File: config.mk
export PLATFORM = sky130hd
export DESIGN_NAME = acq_burst_sequencer_flat
export DESIGN_NICKNAME = d
export VERILOG_FILES = /design/src/rtl/acq_burst_sequencer_if.sv /design/src/rtl/acq_burst_sequencer.sv /design/src/flat_wrapper.sv
export SDC_FILE = /design/constraint.sdc
export NUM_CORES = 1
export LEC_CHECK = 0
export BUFFER_PORTS_ARGS = -buffer_cell sky130_fd_sc_hd__buf_2
export CORE_ASPECT_RATIO = 0.9
export CORE_MARGIN = 8
export CORE_UTILIZATION = 45
export CTS_CLUSTER_DIAMETER = 120
export DETAILED_ROUTE_END_ITERATION = 8
export PLACE_DENSITY_LB_ADDON = 0.05
export SLEW_MARGIN = 30
export SYNTH_ARGS = -nofsm -noshare
export SYNTH_HDL_FRONTEND = slang
export SYNTH_SLANG_ARGS = --single-unit
File: constraint.sdc
create_clock -name clk -period 8.6 [get_ports clk]
set_input_delay 1.72 -clock clk [delete_from_list [all_inputs] [get_ports clk]]
set_output_delay 1.72 -clock clk [all_outputs]
set_load 0.02 [all_outputs]
File: src/rtl/acq_burst_sequencer_if.sv
// Gate-side signals of the burst sequencer: trigger/length out,
// monitored output handshake of the stream gate back in.
interface acq_burst_sequencer_if #(
    parameter int CNT_WIDTH = 32
);
    logic [CNT_WIDTH-1:0] samples;
    logic                 trig;
    logic                 mon_tvalid;
    logic                 mon_tready;
    logic                 mon_tlast;

    modport master (
        output samples,
        output trig,
        input  mon_tvalid,
        input  mon_tready,
        input  mon_tlast
    );

    modport slave (
        input  samples,
        input  trig,
        output mon_tvalid,
        output mon_tready,
        output mon_tlast
    );
endinterface

File: src/rtl/acq_burst_sequencer.sv
// Run-level controller: fires a configured number of gate bursts,
// separated by an idle gap, and tracks completion via the gate output.
module acq_burst_sequencer #(
    parameter int CNT_WIDTH   = 32,
    parameter int BURST_WIDTH = 16
) (
    input  logic                   clk,
    input  logic                   resetn,
    input  logic                   start,
    input  logic                   stop,
    input  logic [CNT_WIDTH-1:0]   cfg_samples,
    input  logic [BURST_WIDTH-1:0] cfg_bursts,
    input  logic [CNT_WIDTH-1:0]   cfg_gap,
    acq_burst_sequencer_if.master  gate,
    output logic                   busy,
    output logic                   done,
    output logic [BURST_WIDTH-1:0] burst_cnt,
    output logic                   err
);
    typedef enum logic [2:0] {
        S_IDLE,
        S_TRIG,
        S_RUN,
        S_GAP,
        S_END
    } state_t;

    state_t               state;
    logic [BURST_WIDTH-1:0] bursts_q;
    logic [CNT_WIDTH-1:0] gap_q;
    logic [CNT_WIDTH-1:0] gap_cnt;
    logic [CNT_WIDTH-1:0] beat_cnt;
    logic                 stop_pend;

    logic                 beat;
    logic                 beat_max;
    logic                 stop_now;
    logic                 final_burst;
    logic [CNT_WIDTH-1:0] last_idx;
    logic [CNT_WIDTH-1:0] gap_last;

    assign beat        = gate.mon_tvalid & gate.mon_tready;
    assign beat_max    = &beat_cnt;
    assign stop_now    = stop_pend | stop;
    assign last_idx    = gate.samples - CNT_WIDTH'(1);
    assign gap_last    = gap_q - CNT_WIDTH'(1);
    assign final_burst = (burst_cnt + BURST_WIDTH'(1)) == bursts_q;

    always_ff @(posedge clk or negedge resetn) begin
        if (!resetn) begin
            state        <= S_IDLE;
            gate.samples <= '0;
            gate.trig    <= 1'b0;
            bursts_q     <= '0;
            gap_q        <= '0;
            gap_cnt      <= '0;
            beat_cnt     <= '0;
            stop_pend    <= 1'b0;
            busy         <= 1'b0;
            done         <= 1'b0;
            burst_cnt    <= '0;
            err          <= 1'b0;
        end else begin
            gate.trig <= 1'b0;
            done      <= 1'b0;
            if (state != S_IDLE && stop) begin
                stop_pend <= 1'b1;
            end
            unique case (state)
                S_IDLE: begin
                    if (start) begin
                        if (cfg_samples != '0 && cfg_bursts != '0) begin
                            gate.samples <= cfg_samples;
                            bursts_q     <= cfg_bursts;
                            gap_q        <= cfg_gap;
                            burst_cnt    <= '0;
                            beat_cnt     <= '0;
                            err          <= 1'b0;
                            gate.trig    <= 1'b1;
                            busy         <= 1'b1;
                            state        <= S_TRIG;
                        end else begin
                            err <= 1'b1;
                        end
                    end
                end
                S_TRIG: state <= S_RUN;
                S_RUN: begin
                    if (beat && gate.mon_tlast) begin
                        burst_cnt <= burst_cnt + BURST_WIDTH'(1);
                        beat_cnt  <= '0;
                        if (beat_cnt != last_idx) begin
                            err <= 1'b1;
                        end
                        if (final_burst || stop_now) begin
                            done  <= 1'b1;
                            state <= S_END;
                        end else if (gap_q == '0) begin
                            gate.trig <= 1'b1;
                            state     <= S_TRIG;
                        end else begin
                            gap_cnt <= '0;
                            state   <= S_GAP;
                        end
                    end else if (beat) begin
                        // saturate so a missing tlast never aliases to a short burst
                        if (!beat_max) begin
                            beat_cnt <= beat_cnt + CNT_WIDTH'(1);
                        end
                        if (beat_cnt == last_idx) begin
                            err <= 1'b1;
                        end
                    end
                end
                S_GAP: begin
                    if (gap_cnt == gap_last) begin
                        if (stop_now) begin
                            done  <= 1'b1;
                            state <= S_END;
                        end else begin
                            gate.trig <= 1'b1;
                            state     <= S_TRIG;
                        end
                    end else begin
                        gap_cnt <= gap_cnt + CNT_WIDTH'(1);
                    end
                end
                S_END: begin
                    busy      <= 1'b0;
                    stop_pend <= 1'b0;
                    state     <= S_IDLE;
                end
                default: state <= S_IDLE;
            endcase
        end
    end
endmodule

File: src/flat_wrapper.sv
// flat-port wrapper written by rule: the top's interface ports become plain ports
module acq_burst_sequencer_flat 
#(
    parameter int CNT_WIDTH   = 32,
    parameter int BURST_WIDTH = 16
)
  (clk, resetn, start, stop, cfg_samples, cfg_bursts, cfg_gap, busy, done, burst_cnt, err, gate_samples, gate_trig, gate_mon_tvalid, gate_mon_tready, gate_mon_tlast);
  acq_burst_sequencer_if #(.CNT_WIDTH(CNT_WIDTH)) gate_i ();
  input  logic clk;
  input  logic resetn;
  input  logic start;
  input  logic stop;
  input  logic [CNT_WIDTH-1:0] cfg_samples;
  input  logic [BURST_WIDTH-1:0] cfg_bursts;
  input  logic [CNT_WIDTH-1:0] cfg_gap;
  output logic busy;
  output logic done;
  output logic [BURST_WIDTH-1:0] burst_cnt;
  output logic err;
  output wire logic [$bits(gate_i.samples)-1:0] gate_samples;
  output wire logic [$bits(gate_i.trig)-1:0] gate_trig;
  input wire logic [$bits(gate_i.mon_tvalid)-1:0] gate_mon_tvalid;
  input wire logic [$bits(gate_i.mon_tready)-1:0] gate_mon_tready;
  input wire logic [$bits(gate_i.mon_tlast)-1:0] gate_mon_tlast;
  assign gate_samples = gate_i.samples;
  assign gate_trig = gate_i.trig;
  assign gate_i.mon_tvalid = gate_mon_tvalid;
  assign gate_i.mon_tready = gate_mon_tready;
  assign gate_i.mon_tlast = gate_mon_tlast;
  acq_burst_sequencer #(.CNT_WIDTH(CNT_WIDTH), .BURST_WIDTH(BURST_WIDTH)) u_core (.clk(clk), .resetn(resetn), .start(start), .stop(stop), .cfg_samples(cfg_samples), .cfg_bursts(cfg_bursts), .cfg_gap(cfg_gap), .gate(gate_i), .busy(busy), .done(done), .burst_cnt(burst_cnt), .err(err));
endmodule
==> results of run 1 <==
-- worst min path at each step --
stage | startpoint | end | slack, ps
floorplan | u_core.beat_cnt[6] | u_core.beat_cnt[6] | 480
global placement | u_core.bursts_q[14] | u_core.bursts_q[14] | 510
detailed placement | u_core.bursts_q[2] | u_core.bursts_q[2] | 510
CTS | u_core.bursts_q[2] | u_core.bursts_q[2] | 530
global route | u_core.bursts_q[14] | u_core.bursts_q[14] | 550
finish | u_core.bursts_q[2] | u_core.bursts_q[2] | 530
-- cell type report --
cell class / count / area (um2) / area share [%]
clock buffers: 17 / 425 / 3.40
clock inverters: 15 / 164 / 1.31
inverters: 12 / 45.0 / 0.360
multi-input cells: 957 / 6530 / 52.2
flip-flops and latches: 168 / 4200 / 33.6
well taps: 308 / 385 / 3.08
repair buffers: 146 / 757 / 6.05
-- per-layer routing --
metal | part of all wire [%] | wire length [um]
met5 | 0 | 0
met4 | 1.4 | 431
met1 | 50 | 15500
met2 | 42 | 13100
met3 | 6.0 | 1870
-- layout by cell type, fill, tap and decap left out, types with 16 or more instances in the layout --
cell	instances
or3_1	20
nand2_1	101
nor3_1	43
clkbuf_16	17
xnor2_1	68
nor2_1	78
o21ai_0	69
nand3_1	65
and3_1	24
nand2b_1	16
o31ai_1	25
mux2_2	82
a21oi_1	38
mux2i_1	17
dfrtp_1	168
nor4_1	44
buf_2	137
nand4_1	32
xor2_1	44
-- where the power goes --
part / leakage (nW) / internal [mW] / switching [mW]
sequential: 2.15 / 1.01 / 0.369
clock: 0.292 / 0.435 / 0.351
combinational: 2.66 / 0.661 / 0.818
-- synth_stat cells, types with 12 or more instances --
cell type	n	share of area, %
o31ai_1	25	1.7
inv_1	12	0.41
nand2b_1	16	0.91
dfrtp_1	168	38
nor2_1	80	2.7
nand2_1	101	3.4
mux2_2	82	8.4
nor4_1	45	2.5
mux2i_1	17	1.5
nand3_1	66	3.0
clkbuf_1	49	1.7
a21oi_1	38	1.7
nand4_1	32	1.8
nor3_1	44	2.0
o21ai_0	69	3.1
or4_1	13	0.88
xor2_1	44	3.5
and3_1	24	1.4
or3_1	21	1.2
xnor2_1	68	5.4
a31oi_1	12	0.68
-- through the flow --
stage	worst slack [ps]	power (mW)	utilization, %	instance area (um2)
final	4260	3.64	51.7	12500
after global routing	3880	3.90	51.7	12500
after CTS	3980	3.67	51.7	12500
after detailed placement	3950	2.87	49.2	11900
after global placement	3990	2.84	49.2	11900
after floorplan	5020	2.43	-	11100
-- state kept, by name (all words and copies together) (netlist names) --
name / count
u_core.done: 1
u_core.stop_pend: 1
u_core.burst_cnt: 16
u_core.state: 3
u_core.gap_cnt: 32
u_core.busy: 1
u_core.gap_q: 32
u_core.beat_cnt: 32
u_core.gate.samples: 32
u_core.gate.trig: 1
u_core.err: 1
u_core.bursts_q: 16
-- cell families after synthesis --
kind of cell               count (synthesis)  synth area share, %
adders and majority gates                  5                0.566
DFF                                      168                 38.0
AOI/OAI and AO/OA                        209                 12.5
buffers and inverters                     77                 3.18
and+or+nand+nor                          531                 26.8
xor gates and xnor gates                 113                 9.08
muxes                                     99                 9.89
-- critical path, cell delays in order, from the launching register on --
cell and delay (ps):
dfrtp_1 450, ha_1 300, xnor3_1 410, o41ai_1 70
a2111oi_0 710, nand3_1 150, nor3_1 220, nand4_1 590
nand3_2 660, or4b_2 630, nand2_1 80
==> impl_metrics.ini, run 1 <==
[setup_path]
rr_startpoint = u_core.burst_cnt[0]
r2r_end = u_core.gap_cnt[28]
r2r_setup_slack_ps = 4260
rr_worst_depth = 10
critPathLaunch = u_core.burst_cnt[0]
crit_path_end = u_core.gap_cnt[28]
worstSetupStartpointType = flop
crit_path_max_fanout = 28
worst-setup-path-type = reg2reg
critPathRequiredTime_ps = 8970
arrival_ps = 4710
endpoint_kind = flop

[detailed_routing]
route.antenna.remaining_nets = 0
finalWirelength_mm = 31.0
drtIter0Drc = 665
drc = 0
viasPerCell = 5.93
dr.pass1.iters = 5
vias = 9620
wire_per_inst_um = 19.1

[pwr]
p_per_area_nw_per_um2 = 291
ir_drop_uv = 138
total_leakage_power_nw = 5.10

[synthesis]
synth_top_flop_cell = dfrtp_1
synthCells = 1202
ys_warn_count = 0
synthesis.area_um2 = 11100
synthesis.nets = 1294
synth_area_per_cell_um2 = 9.20
yosys_register_bits = 168
yosysUniqueCellTypes = 89
synthArstFlopShare_pct = 100
ys_seq_area_share_pct = 38.0
synth_edf_count = 0

[sta]
fin_worst_skew_ps = 13.1
slew_violations = 0
min_period_ps = 4340
fin_hold_ws_ps = 527
setup-tns-final_ps = 0
hold_viol = 0
fmax_mhz = 230
finalSetupViolations = 0
maxSlewHeadroom_pct = 37.0
worstMarginPinSlew_ps = 943
rsz0062_at_grt = false
finalCritPeriodShare_pct = 50.5

[floorplanning]
ios = 139
fp.dieH_um = 165
die_w_um = 181
coreArea_um2 = 24200
initial_utilization_pct = 45.7
die_area_um2 = 29800
fp-row-count = 54

[grt]
grt_max_degree = 66
grtUsageMet1_pct = 30.3
grt_antenna_before_repair = 0
use_met2_pct = 31.2
grt_busiest_layer = met2
grt_util_all_layers_pct = 20.9
grt-ovfl-total = 0
grt_pass1_wl_mm = 50.6
grt_pass1_vias = 9327
met3_usage_pct = 4.16

[cts]
cts_buffer_depth = 2
clkLatencyLatePin_ps = 440
clkSinkCount = 168
ctsHoldBuffers = 0
clockRootBuffer = clkbuf_16
cts_tree = built
postCtsSetupRepairBufs = 0
cts_buffers = 17
cts_resized = 0
htreeDepth = 4
path_clk_slew_ps = 70

[layout]
fin_nets = 1394
drive_above_1_share_pct = 22.8
fill_cells = 2346
diodes = 0
post_layout_nonfiller_instances = 1623
syn2layout_area_growth_pct = 13.1

[placement]
gp_congestion = 0.854
dp_hpwl_mm = 22.9
dp.cells = 1591
portBuffers = 138

[run_status]
outcome = finished, final reports clean

[flow_run]
max_cap_violations = 0

[worst_hold_path]
hold_depth = 1
holdCritPathClass = reg2reg
(Power assumes the default switching activity.)
==> run 2, diff against run 1 <==
==> constraint.sdc (replaced) <==
create_clock -name clk -period 4.32 [get_ports clk]
set_input_delay 0.864 -clock clk [delete_from_list [all_inputs] [get_ports clk]]
set_output_delay 0.864 -clock clk [all_outputs]
set_load 0.02 [all_outputs]
==> impl_metrics.ini, run 2 (same netlist as run 1, synthesis figures left out) <==
[layout]
diodes = 0
final_common_cell = dfrtp_1
final_cell_mix = dfrtp_1 (168), buf_2 (137), nand2_1 (101), mux2_2 (82), nor2_1 (79)
syn2layout_area_growth_pct = 13.9
fill_cells = 2296
design_area_um2 = 12600
fin_nets = 1408
drive_above_1_share_pct = 23.3

[sta]
slew_violations = 0
fin_hold_ws_ps = 477
min_period_ps = 3890
finalCritPeriodShare_pct = 90.0
rsz0062_at_grt = false
hold_viol = 0
setup_ws_ps = 432
worstMarginPinSlew_ps = 922
finalSetupViolations = 0
maxSlewHeadroom_pct = 37.9
setup-tns-final_ps = 0
fin_worst_skew_ps = 16.3
fmax_mhz = 257

[placement]
post_dp_cell_area_um2 = 12000
portBuffers = 138
post-place-ws_ps = 541
gp_congestion = 0.888
dp_hpwl_mm = 23.1

[detailed_routing]
dr.pass1.iters = 5
finalWirelength_mm = 31.1
wire_per_inst_um = 19.0
vias = 9670
drtIter0Drc = 805
route.antenna.remaining_nets = 0
drc = 0
viasPerCell = 5.91

[floorplanning]
fp.dieH_um = 165
initial_utilization_pct = 45.7
ios = 139
coreArea_um2 = 24200
die_w_um = 181
fp-row-count = 54
die_area_um2 = 29800

[grt]
grt_util_all_layers_pct = 20.9
grt_pass1_wl_mm = 50.8
grt-ovfl-total = 0
grt_antenna_before_repair = 0
grt_pass1_vias = 9274
grt_max_degree = 79

[cts]
clkSinkCount = 168
clkLatencyLatePin_ps = 430
htreeDepth = 4
clockRootBuffer = clkbuf_16
postCtsSetupRepairBufs = 0
cts_resized = 0
cts_buffers = 17
path_clk_slew_ps = 70
ctsHoldBuffers = 0
cts_tree = built
cts_buffer_depth = 2

[worst_hold_path]
holdCritPathClass = in2async

[setup_path]
endpoint_kind = flop
arrival_ps = 4200
rr_startpoint = u_core.gate.samples[0]
r2r_setup_slack_ps = 430
worstSetupStartpointType = flop
rr_worst_depth = 9
crit_path_max_fanout = 11
worst-setup-path-type = reg2reg
critPathRequiredTime_ps = 4630
r2r_end = u_core.err

[run_status]
outcome = finished, final reports clean

[flow_run]
max_cap_violations = 0

[pwr]
total_leakage_power_nw = 5.16
ir_drop_uv = 273
p_per_area_nw_per_um2 = 577
[run 2: cell count changes in the layout (fill, tap and decap cells not counted), sizes merged]
| cell | change |
|---|---|
| buf | +14 |
| clkinvlp | +1 |
| bufinv | -1 |
| clkinv | -1 |
[run 2: worst max path at each step]
| stage | startpoint | end | slack (ps) | cells after the start |
|---|---|---|---|---|
| global route | u_core.gate.samples[0] | u_core.err | 180 | 9 |
| floorplan | u_core.gate.samples[19] | u_core.err | 1050 | 10 |
| finish | u_core.gate.samples[0] | u_core.err | 430 | 9 |
| global placement | u_core.gate.samples[0] | u_core.err | 550 | 9 |
| detailed placement | u_core.gate.samples[0] | u_core.err | 540 | 9 |
| CTS | u_core.gate.samples[0] | u_core.err | 480 | 9 |
[run 2: power by group]
group / switching (mW) / internal (mW) / leakage, nW
registers: 0.728 / 2.01 / 2.15
logic: 1.64 / 1.37 / 2.73
clock network: 0.716 / 0.808 / 0.274
total: 3.09 / 4.18 / 5.16
[run 2: routing by layer]
metal	GRT usage (%)	share of wire (%)	up-vias
met4	4.91	1.0	0
met2	30.8	42	260
met5	0	0	-
met1	30.9	51	4677
met3	4.24	5.6	26
li1	-	-	4707
[run 2: cell type report]
class | instances | area (um2) | share of cell area (%)
sequential | 168 | 4200 | 33.4
inverter | 12 | 45.0 | 0.358
tap | 308 | 385 | 3.06
clock buffer | 17 | 425 | 3.38
multi-input combinational | 957 | 6510 | 51.7
timing repair buffer | 160 | 887 | 7.04
clock inverter | 14 | 136 | 1.08
[run 2: critical path: stages (launching register included)]
cell,delay (ps)
dfrtp_1,460
nor4_1,670
nand3_1,490
or3_1,470
o21bai_1,170
a2111oi_0,460
nand4_1,160
nor4_1,540
mux2i_1,150
o21a_1,190
[run 2: metrics by stage]
| stage | total power [mW] | utilization, % | instances |
|---|---|---|---|
| after floorplan | 4.83 | - | 1202 |
| after global placement | 5.71 | 49.7 | 1605 |
| after detailed placement | 5.76 | 49.7 | 1605 |
| after CTS | 7.30 | 52.1 | 1636 |
| after global routing | 7.76 | 52.1 | 1636 |
| final | 7.27 | 52.1 | 1636 |
==> run 3, diff against run 2 <==
--- a/config.mk
+++ b/config.mk
@@ -6,6 +6,7 @@
 export NUM_CORES = 1
 export LEC_CHECK = 0
 export BUFFER_PORTS_ARGS = -buffer_cell sky130_fd_sc_hd__buf_2
+export CAP_MARGIN = 20
 export CORE_ASPECT_RATIO = 0.9
 export CORE_MARGIN = 8
 export CORE_UTILIZATION = 45
==> constraint.sdc (replaced) <==
create_clock -name clk -period 3.53 [get_ports clk]
set_input_delay 0.706 -clock clk [delete_from_list [all_inputs] [get_ports clk]]
set_output_delay 0.706 -clock clk [all_outputs]
set_load 0.02 [all_outputs]
==> impl_metrics.ini, run 3 (same netlist as run 1, synthesis figures left out) <==
[grt]
grt_pass1_vias = 9488
grt_pass1_wl_mm = 51.9
grtUsageMet1_pct = 31.1
met3_usage_pct = 4.90
grt_antenna_before_repair = 1
use_met2_pct = 32.0
grt_max_degree = 75
grt-ovfl-total = 0
grt_util_all_layers_pct = 21.4
grt_busiest_layer = met2

[setup_path]
crit_path_max_fanout = 11
worst-path-buf-inv = 0
cpMaxStageDelayCell = or4_4
endpoint_kind = flop
critPathRequiredTime_ps = 3840
crit_chain = or4_4 > or4_4 > a2111oi_4 > o211ai_2 > a2111oi_4 > nand4b_2 > o211a_2 > and4_2 > mux2i_1
worstSetupStartpointType = flop
arrival_ps = 3710
worst-setup-path-type = reg2reg
path_delay_family = simple AND/OR/NAND/NOR gates
cpPeakStageDelay_ps = 580

[pwr]
pwr-share-clk_pct = 21.2
p_per_area_nw_per_um2 = 713
intPower_mw = 5.41
ir_drop_uv = 333
power_frac_seq_pct = 35.5
switching_share_pct = 41.4
pwr-share-comb_pct = 43.3
p_sw_mw = 3.81
total_leakage_power_nw = 5.33

[placement]
post_dp_cell_area_um2 = 12300
portBuffers = 138
dp.cells = 1636
dp_hpwl_mm = 23.8
gp_congestion = 0.892

[sta]
rsz0062_at_grt = false
finalCritPeriodShare_pct = 96.1
slew_violations = 0
finalSetupViolations = 0
fmax_mhz = 295
fin_worst_skew_ps = 17.4
worstMarginPinSlew_ps = 947
min_period_ps = 3390
maxSlewHeadroom_pct = 36.3
hold_viol = 0

[detailed_routing]
viasPerCell = 5.92
vias = 9863
drtIter0Drc = 674
route.antenna.remaining_nets = 0
drc = 0
finalWirelength_mm = 31.8
wire_per_inst_um = 19.1
dr.pass1.iters = 5

[cts]
cts_buffers = 17
path_clk_slew_ps = 70
cts_buffer_depth = 2
clkLatencyLatePin_ps = 440
cts_tree = built
clockRootBuffer = clkbuf_16
clkSinkCount = 168
htreeDepth = 4

[layout]
fill_cells = 2279
final_common_cell = dfrtp_1
design_area_um2 = 12900
fin_nets = 1440
syn2layout_area_growth_pct = 17.0
drive_above_1_share_pct = 25.5
final_cell_mix = dfrtp_1 (168), buf_2 (137), nand2_1 (101), mux2_2 (82), nor2_1 (79)
post_layout_nonfiller_instances = 1667
diodes = 0
final_core_util_pct = 53.5

[floorplanning]
ios = 139
die_w_um = 181
fp-row-count = 54
die_area_um2 = 29800
fp.dieH_um = 165
coreArea_um2 = 24200
initial_utilization_pct = 45.7

[worst_hold_path]
holdCritPathClass = in2async

[run_status]
outcome = finished, final reports clean

[flow_run]
max_cap_violations = 0
[run 3: changes by cell type in the layout (fill, tap and decap cells not counted), sizes merged]
cell      delta
buf         +32
bufinv       +2
clkbuf       +3
clkinvlp     +1
inv          -7
[run 3: worst reg2reg max path, delay by kind of cell, from the launching register on]
family | cells | cell delay [ps]
AOI/OAI and AO/OA | 4 | 1260
DFF | 1 | 380
muxes | 1 | 110
and+or+nand+nor | 4 | 1520
[run 3: repair_timing]
item	in CTS	in global routing
hold buffers	0	0
resized for setup	1	10
pin swaps	0	1
gates cloned	0	0
buffers inserted	0	1
setup endpoints to repair	1	31
[run 3: worst paths after layout]
kind / start / endpoint / slack [ps] / depth (start not counted)
setup / recovery: u_core.gap_q[20] / u_core.gap_cnt[15] / 140 / 9
hold / removal: resetn / u_core.bursts_q[0] / 300 / 1
setup reg to reg: u_core.gap_q[20] / u_core.gap_cnt[15] / 140 / 9
hold reg to reg: u_core.err / u_core.err / 510 / 1
max in group asynchronous: resetn / u_core.gap_q[16] / 2360 / 2
min in group clk: cfg_gap[2] / u_core.gap_q[2] / 500 / 2
[run 3: power by group through the flow]
stage,sequential (mW),combinational [mW],clock [mW]
CTS,3.27,3.96,2.00
global route,3.39,4.37,2.08
finish,3.27,3.99,1.95
floorplan,3.28,2.63,0
global placement,3.27,3.90,0
detailed placement,3.29,3.93,0
[run 3: through the flow]
step	hold slack, ps	setup TNS, ps	power [mW]	setup WS [ps]
finish	296	0	9.22	139
global route	332	0	9.85	12.7
floorplan	410	0	5.91	260
CTS	308	0	9.23	53.8
global placement	472	0	7.17	125
detailed placement	484	-4.21	7.22	-4.21
[run 3: final cells by class]
cell class | instances | area (um2) | share of cell area (%)
Clock buffer | 20 | 447 | 3.45
Inverter | 12 | 45.0 | 0.348
Multi-Input combinational cell | 957 | 6550 | 50.7
Sequential cell | 168 | 4200 | 32.5
Timing Repair Buffer | 192 | 1150 | 8.91
Clock inverter | 10 | 148 | 1.14
Tap cell | 308 | 385 | 2.98
[run 3: per-layer routing]
| layer | vias up | share of wire [%] |
|---|---|---|
| met3 | 29 | 5.9 |
| met2 | 267 | 43 |
| met5 | - | 0.031 |
| met4 | 2 | 1.1 |
| met1 | 4802 | 50 |
| li1 | 4763 | - |
